===== src/rtl/button_debounce.sv =====
// Multi-channel push-button debouncer: two-flop synchronizer, per-channel
// stability FSM with press/release strobes, and a sticky press interrupt.
module button_debounce #(
    parameter int unsigned NUM_BTN         = 4,
    parameter int unsigned DEBOUNCE_CYCLES = 500000,
    parameter int unsigned CNT_WIDTH       = 20
) (
    input  logic               clk_clk,
    input  logic               reset_reset_n,
    input  logic [NUM_BTN-1:0] btn_raw_n,
    output logic [NUM_BTN-1:0] btn_db_n,
    output logic [NUM_BTN-1:0] press_pulse,
    output logic [NUM_BTN-1:0] release_pulse,
    input  logic               irq_clr,
    output logic               irq
);

    localparam logic [CNT_WIDTH-1:0] CNT_MAX = CNT_WIDTH'(DEBOUNCE_CYCLES - 1);

    typedef enum logic [1:0] {REL, WAIT_P, PRS, WAIT_R} state_t;

    logic [NUM_BTN-1:0] sync1;
    logic [NUM_BTN-1:0] sync;
    logic               irq_nxt;

    // Raw keys idle high, so the synchronizer resets to the released level
    always_ff @(posedge clk_clk or negedge reset_reset_n) begin
        if (!reset_reset_n) begin
            sync1 <= '1;
            sync  <= '1;
        end else begin
            sync1 <= btn_raw_n;
            sync  <= sync1;
        end
    end

    for (genvar i = 0; i < NUM_BTN; i++) begin : g_ch
        state_t               state;
        state_t               state_nxt;
        logic [CNT_WIDTH-1:0] cnt;
        logic [CNT_WIDTH-1:0] cnt_nxt;
        logic                 db;
        logic                 db_nxt;
        logic                 prs_p;
        logic                 prs_p_nxt;
        logic                 rel_p;
        logic                 rel_p_nxt;

        always_ff @(posedge clk_clk or negedge reset_reset_n) begin
            if (!reset_reset_n) begin
                state <= REL;
                cnt   <= '0;
                db    <= 1'b1;
                prs_p <= 1'b0;
                rel_p <= 1'b0;
            end else begin
                state <= state_nxt;
                cnt   <= cnt_nxt;
                db    <= db_nxt;
                prs_p <= prs_p_nxt;
                rel_p <= rel_p_nxt;
            end
        end

        // Any sample disagreeing with the pending level restarts the window
        always_comb begin
            state_nxt = state;
            cnt_nxt   = cnt;
            db_nxt    = db;
            prs_p_nxt = 1'b0;
            rel_p_nxt = 1'b0;
            case (state)
                REL: begin
                    if (!sync[i]) begin
                        state_nxt = WAIT_P;
                        cnt_nxt   = '0;
                    end
                end
                WAIT_P: begin
                    if (sync[i]) begin
                        state_nxt = REL;
                        cnt_nxt   = '0;
                    end else if (cnt == CNT_MAX) begin
                        state_nxt = PRS;
                        cnt_nxt   = '0;
                        db_nxt    = 1'b0;
                        prs_p_nxt = 1'b1;
                    end else begin
                        cnt_nxt = cnt + CNT_WIDTH'(1);
                    end
                end
                PRS: begin
                    if (sync[i]) begin
                        state_nxt = WAIT_R;
                        cnt_nxt   = '0;
                    end
                end
                WAIT_R: begin
                    if (!sync[i]) begin
                        state_nxt = PRS;
                        cnt_nxt   = '0;
                    end else if (cnt == CNT_MAX) begin
                        state_nxt = REL;
                        cnt_nxt   = '0;
                        db_nxt    = 1'b1;
                        rel_p_nxt = 1'b1;
                    end else begin
                        cnt_nxt = cnt + CNT_WIDTH'(1);
                    end
                end
                default: begin
                    state_nxt = REL;
                    cnt_nxt   = '0;
                end
            endcase
        end

        assign btn_db_n[i]      = db;
        assign press_pulse[i]   = prs_p;
        assign release_pulse[i] = rel_p;
    end

    // Set takes priority over clear so a press is never lost
    always_comb begin
        irq_nxt = irq;
        if (irq_clr) begin
            irq_nxt = 1'b0;
        end
        if (|press_pulse) begin
            irq_nxt = 1'b1;
        end
    end

    always_ff @(posedge clk_clk or negedge reset_reset_n) begin
        if (!reset_reset_n) begin
            irq <= 1'b0;
        end else begin
            irq <= irq_nxt;
        end
    end

endmodule


===== config.mk =====
export PLATFORM = sky130hd
export DESIGN_NAME = button_debounce
export DESIGN_NICKNAME = d
export VERILOG_FILES = /design/src/rtl/button_debounce.sv
export SDC_FILE = /design/constraint.sdc
export NUM_CORES = 1
export LEC_CHECK = 0
export ABC_CLOCK_PERIOD_IN_PS = 2650
export BUFFER_PORTS_ARGS = -buffer_cell sky130_fd_sc_hd__buf_2
export CORE_ASPECT_RATIO = 1.25
export CORE_MARGIN = 5
export CORE_UTILIZATION = 50
export CTS_CLUSTER_DIAMETER = 100
export DETAILED_ROUTE_END_ITERATION = 8
export MAX_ROUTING_LAYER = met4
export PLACE_DENSITY_LB_ADDON = 0.12
export SLEW_MARGIN = 20
export SYNTH_ARGS = -nofsm -noshare
export SYNTH_HDL_FRONTEND = slang
export SYNTH_SLANG_ARGS = --single-unit

===== constraint.sdc =====
create_clock -name clk_clk -period 2.65 [get_ports clk_clk]
set_input_delay 0.1325 -clock clk_clk [delete_from_list [all_inputs] [get_ports clk_clk]]
set_output_delay 0.1325 -clock clk_clk [all_outputs]
set_load 0.01 [all_outputs]

==> impl_metrics.yaml <==
setup_path:
  required_ns: 2.92
  worst_setup_path_end_kind: "flip-flop"
  critPathLaunchType: "flip-flop"
  critPathTopFamily: "compound AO/OA/AOI/OAI gates"
  cp_slowest_cell: "o31a_1"
  crit_type: "reg -> reg"
  arrival_ns: 2.58
  cp_num_buf_inv: 0
  crit_fanout: 28
  worstPathCellList: "ha_1 > and3_1 > nand2_1 > o31a_1 > o21ai_0 > a31oi_1"
  worst_path_largest_cell_delay_ns: 0.78
timing:
  slew_headroom_pct: 32.17
  skew_ns: 0.009148
  setup_viol: 0
  worstMarginPinSlew_ns: 1.017
  grt_setup_unrepaired: "no"
  hold_viol: 0
  fin_crit_ns: 2.310
  final_max_slew_viol_count: 0
  min_period_over_period_pct: 87.16
  setup_slack_ns: 0.3402
  tns_ns: 0
  max_freq_mhz: 432.9
synth:
  ys_types: 56
  async_reset_ff_share_pct: 100.0
  synth_edf_count: 0
  synthTopCellsByArea: "dfrtp_1 (43%), dfstp_2 (5.6%), nand2_1 (4.6%)"
  yosysTopAreaCellShare_pct: 43.12
  synthSimpleGateAreaFrac_pct: 23.67
  netlist_instances: 604
  synth_fp_nets: 615
  yosys.area.top_type: "dfrtp_1"
  synth_xor_area_share_pct: 3.245
  avgSynthCellArea_um2: 9.320
  synth.most_common_cell: "dfrtp_1"
  synthMuxAreaShare_pct: 0.7557
  ys_seq_elements: 109
  synth_top_family_by_area: "simple AND/OR/NAND/NOR gates"
  synthTopCellsByCount: "dfrtp_1 (97), nand2_1 (69), nor2_1 (40)"
  ys.flop_type: "dfrtp_1"
  synth_fa_ha_area_share_pct: 0.8891
  ys_seq_area_share_pct: 48.72
  synth_area_mm2: 0.005629
  synth_compound_area_share_pct: 17.69
  yosysWarnings: 0
placement:
  placed_cells: 732
  hpwl_um: 8152
  dp_worst_setup_slack_ns: 0.3588
  gp_congestion: 0.8133
  port_buffers: 19
pwr:
  p_leak_nw: 2.494
  finalPower_mw: 3.337
  cellPowerDensity_mw_per_mm2: 548.2
  vdd_drop_max_mv: 0.2785
floorplan:
  io_pins: 20
  initial_core_util_pct: 50.79
  core_mm2: 0.01108
  rows: 43
  dieHeight_um: 128.6
  chipWidth_um: 104.9
  dieArea_mm2: 0.01349
global_route:
  grt_pass1_vias: 4335
  grt_max_degree: 49
  grt_overflow: 0
  antenna_found_initial: 0
  grt_usage_pct: 18.86
  grt_pass1_wl_um: 20670
route:
  drt-vias-per-instance: 6.080
  drt_iter0_drc: 224
  routed_wl_um: 11750
  drc: 0
  wire_per_inst_um: 15.58
  vias: 4584
  drt-pass1-iter-count: 5
  postRouteAntennaNets: 0
clock_tree:
  cts_buffers: 9
  post_cts_buffers: 0
  cts_tree: "yes"
  clockBufferDepth: 2
  cts.sinks: 109
  path_clk_slew_ns: 0.07
  htree_levels: 3
  clock_latency_ns: 0.35
  clock-root-buffer: "clkbuf_16"
finish:
  fillers: 1002
  antenna_cells: 0
  syn2layout_area_growth_pct: 8.157
  final_nets: 625
  drive_gt1_share_pct: 11.31
  multi_input_area_mm2: 0.002604
  finalNonFillerCells: 754
  regArea_mm2: 0.002743
  fin_util_pct: 54.93
outcome:
  status: "completed"
min_path:
  hold_class: "in -> async"
run:
  drv_cap: 0
## final timing paths
| kind | startpoint | end | slack, ns | cells after the start |
|---|---|---|---|---|
| max | g_ch[2].cnt[0]$_DFFE_PN0P_ | g_ch[2].cnt[12]$_DFFE_PN0P_ | 0.34 | 6 |
| min | reset_reset_n | g_ch[3].state[0]$_DFFE_PN0P_ | 0.29 | 2 |
| max reg2reg | g_ch[2].cnt[0]$_DFFE_PN0P_ | g_ch[2].cnt[12]$_DFFE_PN0P_ | 0.34 | 6 |
| min reg2reg | sync1[3]$_DFF_PN1_ | sync[3]$_DFF_PN1_ | 0.36 | 0 |
| max in group asynchronous | reset_reset_n | sync1[3]$_DFF_PN1_ | 1.60 | 3 |
| min in group clk_clk | sync1[3]$_DFF_PN1_ | sync[3]$_DFF_PN1_ | 0.36 | 0 |
## logic make-up (layout without fill, tap and decap cells)
logic type / count (synthesis) / after routing
xor+xnor: 20 / 20
simple gates: 258 / 258
buf+inv: 54 / 69
compound gates: 155 / 155
mux: 4 / 4
flops: 109 / 109
fa+ha+maj: 4 / 4
## routing by layer
layer / vias up / track usage (%) / wire length (um)
met3: 14 / 2.860 / 368
met5: - / - / 0
met4: 0 / 6.020 / 122
met1: 2243 / 24.30 / 5480
met2: 82 / 30.84 / 5778
li1: 2245 / - / -
## cells in the final DEF (no fill, tap or decap), types with 3 or more instances in the layout
master,instances
clkbuf_16,9
nor2_1,40
dfrtp_1,97
dfstp_2,12
nand2b_1,7
clkbuf_1,3
or4_1,3
xor2_1,3
o22ai_1,4
a41oi_1,7
a21oi_1,30
nor3_1,20
a21o_1,5
nand3_1,39
and3_1,13
or2_2,6
and4_1,5
buf_2,18
nor4_1,14
nand4_1,19
nand2_1,69
dlygate4sd3_1,6
o21a_1,3
o21ai_0,35
ha_1,4
a22o_1,13
inv_1,21
a22oi_1,3
xnor2_1,16
o31ai_1,5
buf_4,7
or3_1,7
a31oi_1,37
or2b_1,3
nor4b_1,4
## power breakdown
part / internal, mW / total [mW] / switching, mW
clock network: 0.668 / 1.27 / 0.599
logic: 0.0976 / 0.301 / 0.203
registers: 1.71 / 1.77 / 0.0589
total: 2.48 / 3.34 / 0.861
## what timing repair did
action / in CTS / in global routing
resized for setup: 0 / 0
hold endpoints to repair: 35 / 0
setup endpoints to repair: 0 / 0
hold buffers: 6 / 0
## cell type report
type                    count  share of cell area (%)
repair buffers             32                   3.658
inverters                  21                   1.295
flip-flops and latches    109                   45.05
clock inverters             3                  0.3494
multi-input cells         441                   42.77
well taps                 135                   2.774
clock buffers              13                   4.110
## state kept, by name (all words and copies together), names as in the netlist, named ones only
register / flops
sync: 4
irq: 1
sync1: 4
g_ch.state: 4
g_ch.rel_p: 4
g_ch.cnt: 80
g_ch.prs_p: 4
g_ch.db: 4
## stage by stage
stage | area [um^2] | hold WS, ns
after global routing | 6088 | 0.3371
final | 6088 | 0.2919
after global placement | 5757 | 0.1344
after CTS | 6088 | 0.3103
after floorplan | 5629 | -0.1631
after detailed placement | 5757 | 0.1321
No activity file was read; power rests on OpenSTA's default activity.
